<file path="src/rtl/apir_simd_pkg.sv">
// Shared opcode encodings and the saturation decision used by every SIMD MAC lane.
package apir_simd_pkg;

    typedef enum logic [1:0] {
        OP_MUL    = 2'b00,
        OP_MULADD = 2'b01,
        OP_ACC    = 2'b10,
        OP_PASSC  = 2'b11
    } opmode_e;

    // Looks at the top two bits of a one-bit-wider sum and returns {overflow, clamp_to_min}.
    // Unsigned sums can only overflow upward (carry out), so clamp_to_min is 0 there.
    function automatic logic [1:0] sat_decode(input logic sgn, input logic ext_msb, input logic msb);
        logic ov;
        logic neg;
        ov  = sgn ? (ext_msb ^ msb) : ext_msb;
        neg = sgn & ext_msb;
        return {ov, neg};
    endfunction

endpackage

</file>
<file path="src/rtl/apir_simd_lane.sv">
// One SIMD lane: operand register, multiply register, then add/accumulate with saturation.
module apir_simd_lane
    import apir_simd_pkg::*;
#(
    parameter int LANE_W = 8,
    parameter int ACC_W  = 20
) (
    input  logic              i_clk,
    input  logic              i_rstn,
    input  logic              i_en,
    input  logic              i_s1_sgn,
    input  logic              i_fire,
    input  logic              i_emit,
    input  opmode_e           i_s2_op,
    input  logic              i_s2_sgn,
    input  logic [LANE_W-1:0] i_a,
    input  logic [LANE_W-1:0] i_b,
    input  logic [ACC_W-1:0]  i_c,
    output logic [ACC_W-1:0]  o_p,
    output logic              o_ov
);
    localparam int PW = 2*LANE_W + 2;

    logic [LANE_W-1:0] r_a, r_b;
    logic [ACC_W-1:0]  r_c1, r_c2, r_prod, r_acc, r_p;
    logic              r_ovacc, r_ov;

    logic [PW-1:0]     w_ax, w_bx, w_prod;
    logic [ACC_W-1:0]  w_pext, w_base, w_sat, w_res;
    logic [ACC_W:0]    w_sum;
    logic [1:0]        w_sd;
    logic              w_ov;

    // Extending both operands to the full product width keeps the multiply exact for either signedness.
    assign w_ax   = {{(PW-LANE_W){i_s1_sgn & r_a[LANE_W-1]}}, r_a};
    assign w_bx   = {{(PW-LANE_W){i_s1_sgn & r_b[LANE_W-1]}}, r_b};
    assign w_prod = w_ax * w_bx;

    if (ACC_W > PW) begin : g_pext_wide
        assign w_pext = {{(ACC_W-PW){w_prod[PW-1]}}, w_prod};
    end else begin : g_pext_narrow
        assign w_pext = w_prod[ACC_W-1:0];
    end

    assign w_base = (i_s2_op == OP_ACC) ? r_acc : r_c2;
    assign w_sum  = {i_s2_sgn & w_base[ACC_W-1], w_base} + {i_s2_sgn & r_prod[ACC_W-1], r_prod};
    assign w_sd   = sat_decode(i_s2_sgn, w_sum[ACC_W], w_sum[ACC_W-1]);

    always_comb begin
        w_sat = w_sum[ACC_W-1:0];
        if (w_sd[1]) begin
            if (!i_s2_sgn)    w_sat = '1;
            else if (w_sd[0]) w_sat = {1'b1, {(ACC_W-1){1'b0}}};
            else              w_sat = {1'b0, {(ACC_W-1){1'b1}}};
        end
    end

    always_comb begin
        w_res = w_sat;
        w_ov  = w_sd[1];
        case (i_s2_op)
            OP_MUL:   begin w_res = r_prod; w_ov = 1'b0; end
            OP_PASSC: begin w_res = r_c2;   w_ov = 1'b0; end
            OP_ACC:   w_ov = r_ovacc | w_sd[1];
            default:  ;
        endcase
    end

    always_ff @(posedge i_clk) begin
        if (!i_rstn) begin
            r_a     <= '0;
            r_b     <= '0;
            r_c1    <= '0;
            r_c2    <= '0;
            r_prod  <= '0;
            r_acc   <= '0;
            r_ovacc <= 1'b0;
            r_p     <= '0;
            r_ov    <= 1'b0;
        end else begin
            if (i_en) begin
                r_a    <= i_a;
                r_b    <= i_b;
                r_c1   <= i_c;
                r_c2   <= r_c1;
                r_prod <= w_pext;
            end
            if (i_fire) begin
                // Any emit or non-ACC beat leaves the accumulator empty for the next burst.
                if (i_s2_op == OP_ACC && !i_emit) begin
                    r_acc   <= w_res;
                    r_ovacc <= w_ov;
                end else begin
                    r_acc   <= '0;
                    r_ovacc <= 1'b0;
                end
                if (i_emit) begin
                    r_p  <= w_res;
                    r_ov <= w_ov;
                end
            end
        end
    end

    assign o_p  = r_p;
    assign o_ov = r_ov;

endmodule

</file>
<file path="src/rtl/apir_simd_mac.sv">
// Three-stage SIMD multiply/accumulate with a single global stall and burst-emit control.
module apir_simd_mac
    import apir_simd_pkg::*;
#(
    parameter int LANES     = 4,
    parameter int LANE_W    = 8,
    parameter int ACC_W     = 20,
    parameter int MAX_BURST = 16
) (
    input  logic                   i_clk,
    input  logic                   i_rstn,
    input  logic                   i_in_valid,
    output logic                   o_in_ready,
    input  logic [LANES*LANE_W-1:0] i_a,
    input  logic [LANES*LANE_W-1:0] i_b,
    input  logic [LANES*ACC_W-1:0]  i_c,
    input  logic [1:0]             i_opmode,
    input  logic                   i_signed,
    input  logic                   i_in_last,
    output logic                   o_out_valid,
    input  logic                   i_out_ready,
    output logic [LANES*ACC_W-1:0]  o_p,
    output logic                   o_out_last,
    output logic [LANES-1:0]       o_overflow
);
    localparam int CNT_W = $clog2(MAX_BURST);

    if (ACC_W < 2*LANE_W + 1) begin : g_bad_acc_w
        $error("apir_simd_mac: ACC_W must be at least 2*LANE_W+1");
    end
    if (MAX_BURST < 2 || MAX_BURST > 1024) begin : g_bad_burst
        $error("apir_simd_mac: MAX_BURST must be within 2..1024");
    end

    logic             r_s1_vld, r_s1_sgn, r_s1_last;
    logic             r_s2_vld, r_s2_sgn, r_s2_last;
    opmode_e          r_s1_op, r_s2_op;
    logic [CNT_W-1:0] r_cnt;
    logic             r_out_vld, r_out_last;

    logic w_en, w_fire, w_emit, w_s2_acc;

    assign w_en     = !r_out_vld || i_out_ready;
    assign w_fire   = w_en && r_s2_vld;
    assign w_s2_acc = (r_s2_op == OP_ACC);
    // An ACC beat emits on IN_LAST or when it would be the MAX_BURST-th beat of the run.
    assign w_emit   = !w_s2_acc || r_s2_last || (r_cnt == CNT_W'(MAX_BURST-1));

    always_ff @(posedge i_clk) begin
        if (!i_rstn) begin
            r_s1_vld   <= 1'b0;
            r_s1_sgn   <= 1'b0;
            r_s1_last  <= 1'b0;
            r_s1_op    <= OP_MUL;
            r_s2_vld   <= 1'b0;
            r_s2_sgn   <= 1'b0;
            r_s2_last  <= 1'b0;
            r_s2_op    <= OP_MUL;
            r_cnt      <= '0;
            r_out_vld  <= 1'b0;
            r_out_last <= 1'b0;
        end else begin
            if (w_en) begin
                r_s1_vld  <= i_in_valid;
                r_s1_sgn  <= i_signed;
                r_s1_last <= i_in_last;
                r_s1_op   <= opmode_e'(i_opmode);
                r_s2_vld  <= r_s1_vld;
                r_s2_sgn  <= r_s1_sgn;
                r_s2_last <= r_s1_last;
                r_s2_op   <= r_s1_op;
                r_out_vld <= r_s2_vld && w_emit;
            end
            if (w_fire) begin
                r_cnt <= (w_s2_acc && !w_emit) ? r_cnt + 1'b1 : '0;
                if (w_emit) r_out_last <= w_s2_acc && r_s2_last;
            end
        end
    end

    for (genvar g = 0; g < LANES; g++) begin : g_lane
        apir_simd_lane #(
            .LANE_W (LANE_W),
            .ACC_W  (ACC_W)
        ) u_lane (
            .i_clk    (i_clk),
            .i_rstn   (i_rstn),
            .i_en     (w_en),
            .i_s1_sgn (r_s1_sgn),
            .i_fire   (w_fire),
            .i_emit   (w_emit),
            .i_s2_op  (r_s2_op),
            .i_s2_sgn (r_s2_sgn),
            .i_a      (i_a[g*LANE_W +: LANE_W]),
            .i_b      (i_b[g*LANE_W +: LANE_W]),
            .i_c      (i_c[g*ACC_W +: ACC_W]),
            .o_p      (o_p[g*ACC_W +: ACC_W]),
            .o_ov     (o_overflow[g])
        );
    end

    assign o_in_ready  = w_en;
    assign o_out_valid = r_out_vld;
    assign o_out_last  = r_out_last;

endmodule
</file>
<file path="config.mk">
export PLATFORM = sky130hd
export DESIGN_NAME = apir_simd_mac
export DESIGN_NICKNAME = d
export VERILOG_FILES = /design/src/rtl/apir_simd_pkg.sv /design/src/rtl/apir_simd_lane.sv /design/src/rtl/apir_simd_mac.sv
export SDC_FILE = /design/constraint.sdc
export NUM_CORES = 2
export LEC_CHECK = 0
export CAP_MARGIN = 5
export CORE_ASPECT_RATIO = 1.25
export CORE_UTILIZATION = 30
export CTS_BUF_LIST = sky130_fd_sc_hd__clkbuf_8
export DETAILED_ROUTE_END_ITERATION = 8
export PLACE_DENSITY = 0.48
export SLEW_MARGIN = 20
export SYNTH_ARGS = -nofsm -noshare
export SYNTH_HDL_FRONTEND = slang
export SYNTH_HIERARCHICAL = 1
export SYNTH_SLANG_ARGS = --single-unit
</file>
<file path="constraint.sdc">
create_clock -name i_clk -period 15.85 [get_ports i_clk]
set_clock_uncertainty 0.1 [all_clocks]
set_input_delay 2.3775 -clock i_clk [delete_from_list [all_inputs] [get_ports i_clk]]
set_output_delay 2.3775 -clock i_clk [all_outputs]
set_load 0.1 [all_outputs]
</file>
* Word level (Yosys, flattened, before mapping)
Cells that the tools add are included.
** Word-level totals
- Bits in registers :: 480
- Latch bits :: 0
- RAM bits :: 0
- ROM bits :: 0
- Output and inout port bits :: 87
- Memories kept :: 0
** Operators by class
- Add/sub/neg operators :: 5
- $mul :: 4
- Divide/modulo/power cells :: 0
- $lt $le $gt $ge :: 0
- Eq/ne operators :: 3
- Shift operators :: 0
- Multiplexer cells :: 37
- Bitwise gates (word level) :: 28
- Reductions and logical operators :: 13
** Operator list (number)
- 20-bit 2-to-1 mux :: 20
- 20-bit case mux with 2 select lines :: 4
- 21-bit adder :: 4
- 9-bit by 9-bit multiplier with 18-bit output :: 4
- 1-bit bitwise AND :: 20
- 1-bit 2-to-1 mux :: 8
- 1-bit case mux with 2 select lines :: 4
- 4-bit by 1-bit adder with 4-bit output, second input constant :: 1
- 2-bit == test, second input constant :: 2
- 4-bit == test, second input constant :: 1
- 1-bit logical AND :: 4
- 4-bit 2-to-1 mux :: 1
- 1-bit bitwise OR :: 4
- 1-bit bitwise XOR :: 4
- 1-bit logical NOT :: 3
- 1-bit logical OR :: 3
- 2-bit logical NOT :: 1
- 2-bit AND reduction :: 1
- 2-bit OR reduction :: 1

* Depth between registers and ports, before layout
- Depth after elaboration :: 10
- Mapped depth :: 23

* Hierarchy
The synthesis kept the hierarchy.
** By module, submodules not included
- apir_simd_lane (g_lane[1].u_lane) :: times used 1, cells an instance 1043, area each 9412.8 um^2
- apir_simd_lane (g_lane[0].u_lane) :: times used 1, cells an instance 1024, area each 9341.5 um^2
- apir_simd_lane (g_lane[3].u_lane) :: times used 1, cells an instance 997, area each 9275.1 um^2
- apir_simd_lane (g_lane[2].u_lane) :: times used 1, cells an instance 984, area each 8843.5 um^2
- apir_simd_mac :: times used 1, cells an instance 79, area each 674.4 um^2

* Worst setup path after synthesis
No wires, ideal clock.
- Path kind :: input to output
- From :: in i_out_ready
- To :: out o_in_ready
- Data arrival time :: 3087 ps
- Required time :: 13373 ps
- Slack :: 10285 ps
- Stages on the path :: 3
- Cells stage by stage :: nor2b_1 > inv_1 > buf_2
** On the way
- Word-level cells in the longest chain between the ends :: 1
** RTL lines
- start: declaration :: RTL line apir_simd_mac.sv:21 : input logic i_out_ready,
- 1-bit logical OR :: RTL line apir_simd_mac.sv:43 : assign w_en = !r_out_vld || i_out_ready;
- end: declaration :: RTL line apir_simd_mac.sv:13 : output logic o_in_ready,
Every way passes these cells.

* Final worst setup path
Same ends and word-level chain as after synthesis.

==> flow_summary.yaml <==
worst_setup_path:
  r2r_end: "g_lane[1].u_lane/r_prod[17]"
  cp-end-kind: "primary output"
  cpMostUsedCell: "clkdlybuf4s50_1"
  rrSetupSlack_ns: 9.51
  worst_path_largest_cell_delay_ns: 1.26
  worst-path-max-fanout: 81
  path_cells: "clkdlybuf4s50_1 > nor2b_1 > buf_4 > inv_8 > clkdlybuf4s50_1"
  crit_type: "primary input to primary output"
  start_kind: "primary input"
  cp.arrival_ns: 4.78
  worstRegToRegCells: 18
  r2r-start: "r_s1_sgn"
  critPathRequiredTime_ns: 13.37
  cp_slowest_cell: "clkdlybuf4s50_1"
place:
  gp_congestion: 0.8283
  dpl.cell_count: 5758
  place_ws_ns: 8.531
  io_buffers: 238
  place.detailed.hpwl_mm: 78.89
cells_and_area:
  fin_cells: 5926
  synthToLayoutAreaGrowth_pct: 14.78
  final_nets: 4932
  drive_gt1_share_pct: 8.057
  final_util_pct: 34.82
  nFillCells: 12800
sta:
  tightestPinTransition_ns: 1.159
  rsz0062_at_grt: "false"
  finalHoldViolCount: 0
  setup_viol: 0
  period_share_pct: 45.78
  relSlewSlack_pct: 22.52
  max_freq_mhz: 137.8
  tns_ns: 0
  period_needed_ns: 7.256
  slew_violations: 0
  timing.final.ws_setup_ns: 8.594
grt:
  grt_max_degree: 197
  grt_pass1_vias: 30090
  grt_pass1_wl_mm: 171.8
  grt_util_all_layers_pct: 17.08
  grt_overflow: 0
  antenna_found_initial: 6
power_and_ir_drop:
  p_leak_nw: 20.17
  power.density_mw_per_mm2: 79.80
  seqPwrFrac_pct: 39.5
  ir_drop_uv: 91.63
  finalPower_mw: 3.439
  combPwrFrac_pct: 23.0
  pwr-share-clk_pct: 37.5
  switching_power_mw: 1.138
  p_sw_share_pct: 33.10
  p_int_mw: 2.301
yosys:
  ys_seq_elements: 480
  synth_top_family_by_area: "adder cells"
  synthSimpleGateAreaFrac_pct: 16.65
  ys.flop_type: "dfxtp_1"
  yosysWarnings: 6
  synth_edf_count: 0
  synth_mux_area_share_pct: 9.680
  ys_seq_area_share_pct: 25.59
  netlist_area_mm2: 0.03755
  synth_cell_type_count: 111
  synth_xor_area_share_pct: 3.332
  synth_compound_area_share_pct: 14.66
  ys_top_cells_by_area: "dfxtp_1, fa_1, ha_1, mux2i_1, nand2_1"
  synth_async_sr_flop_share_pct: 0
  syn_inst: 4127
  syn_nets: 4812
  netlist.area_leader.share_pct: 25.59
  synth_area_leader_cell: "dfxtp_1"
  synth_adder_area_share_pct: 23.44
  avgSynthCellArea_um2: 9.098
clocking:
  cts-buffers-inserted: 93
  post-cts-setup-buffer-count: 0
  cts_root_buf: "clkbuf_8"
  ctsResizeCount: 0
  htree_levels: 3
  clk_pin_slew_ns: 0.06
  insertion_delay_ns: 0.78
  clock_sinks: 480
  ctsHoldBuffers: 0
  cts_tree: "built"
  cts.path.max_buffers: 3
floorplan:
  die_y_um: 397.5
  die_area_mm2: 0.1266
  initial_core_util_pct: 30.33
  rows: 144
  die_w_um: 318.4
  core_area_mm2: 0.1238
  ioPinCount: 239
drt:
  post-route-drc-count: 0
  postRouteAntennaNets: 0
  vias: 29230
  drt_iter0_drc: 1337
  routed_wl_mm: 107.5
  firstDrtPassIters: 5
  wl_per_cell_um: 18.14
  vias_per_cell: 4.933
min_path:
  min_to: "g_lane[1].u_lane/r_acc[3]"
  hold_depth: 2
  hp-class: "register to register"
  hold_path.startpoint: "g_lane[1].u_lane/r_acc[3]"
run_status:
  outcome: "finished, final reports clean"
job:
  cap_violations: 0
## layout make-up
cell class / instances / area, um^2 / share of cell area [%]
multi-input combinational: 3004 / 25470 / 59.10
clock inverter: 52 / 314.1 / 0.7287
inverter: 407 / 1535 / 3.562
tap: 1606 / 2009 / 4.663
antenna: 1 / 2.502 / 0.005807
clock buffer: 115 / 1583 / 3.673
timing repair buffer: 261 / 2571 / 5.966
sequential: 480 / 9612 / 22.30
## stage by stage
| step | cell area (um^2) | hold slack (ns) |
|---|---|---|
| final | 43100 | 0.3463 |
| after global routing | 43100 | 0.3659 |
| after CTS | 43090 | 0.3493 |
| after detailed placement | 41200 | 0.3388 |
| after global placement | 41190 | 0.3310 |
| after floorplan | 37550 | 0.3194 |
## flip-flops by register name (all words and copies together), names as in the netlist, 4 cells and up
register,cells
g_lane.u_lane/o_p,80
g_lane.u_lane/r_acc,80
g_lane.u_lane/r_c1,80
g_lane.u_lane/r_c2,80
g_lane.u_lane/r_prod,72
g_lane.u_lane/r_a,32
g_lane.u_lane/r_b,32
g_lane.u_lane/o_ov,4
g_lane.u_lane/r_ovacc,4
r_cnt,4
## cell usage after synthesis (all sizes together) (5+ instances only)
master	n
a211o	15
a211oi	25
a21boi	29
a21o	33
a21oi	130
a221o	14
a221oi	61
a22oi	11
a31o	15
a31oi	24
a32o	8
a32oi	5
and2	120
and3	34
buf	53
clkbuf	183
dfxtp	480
fa	284
ha	249
inv	407
mux2	78
mux2i	275
nand2	435
nand2b	35
nand3	95
nand3b	18
nand4	22
nor2	187
nor2b	228
nor3	31
nor3b	7
o211a	7
o211ai	39
o21a	25
o21ai	144
o21bai	6
o221ai	58
o31ai	39
or2	8
or3	15
xnor2	93
xor2	42
## worst max-delay path by stage
stage,startpoint,endpoint,slack (ns),cells after the start
4_1_cts,i_out_ready,o_in_ready,8.53,5
2_1_floorplan,i_out_ready,o_in_ready,10.29,3
5_1_grt,i_out_ready,o_in_ready,8.47,5
3_5_place_dp,i_out_ready,o_in_ready,8.53,5
3_3_place_gp,i_out_ready,o_in_ready,8.53,5
6_report,i_out_ready,o_in_ready,8.59,5
## worst max-delay path: cells and delay by family
family	cells	cell delay (ns)
AND/OR/NAND/NOR	1	0.04
buffers and inverters	4	2.33
## layer usage
metal / share of wire, % / global-route usage, % / vias up
li1: - / - / 14340
met2: 49 / 30.25 / 479
met3: 4.0 / 2.810 / 161
met5: 0.034 / 0 / -
met1: 44 / 20.76 / 14250
met4: 2.6 / 6.065 / 6
## placed cells by master, fill, tap and decap left out, drive strengths merged, types with 42 or more instances in the layout
| cell | instances |
|---|---|
| dfxtp | 480 |
| inv | 438 |
| nand2 | 435 |
| fa | 284 |
| mux2i | 275 |
| ha | 249 |
| clkdlybuf4s50 | 233 |
| nor2b | 228 |
| nor2 | 187 |
| o21ai | 144 |
| a21oi | 130 |
| and2 | 120 |
| clkbuf | 116 |
| nand3 | 95 |
| xnor2 | 93 |
| mux2 | 78 |
| a221oi | 61 |
| o221ai | 58 |
| xor2 | 42 |
## power by group through the flow
stage               logic (mW)  clock network, mW  registers (mW)
floorplan                0.561                  0            1.38
detailed placement       0.793                  0            1.39
global route             0.890               1.40            1.37
finish                   0.790               1.29            1.36
global placement         0.792                  0            1.39
CTS                      0.801               1.36            1.36
## logic make-up after synthesis
kind of cell / after synthesis
multiplexers: 353
AO/OA/AOI/OAI: 730
AND/OR/NAND/NOR: 1251
buffers and inverters: 643
XOR/XNOR: 137
flip-flops: 480
adder cells (fa/ha/maj): 533
Power figures use the tool's default switching activity.
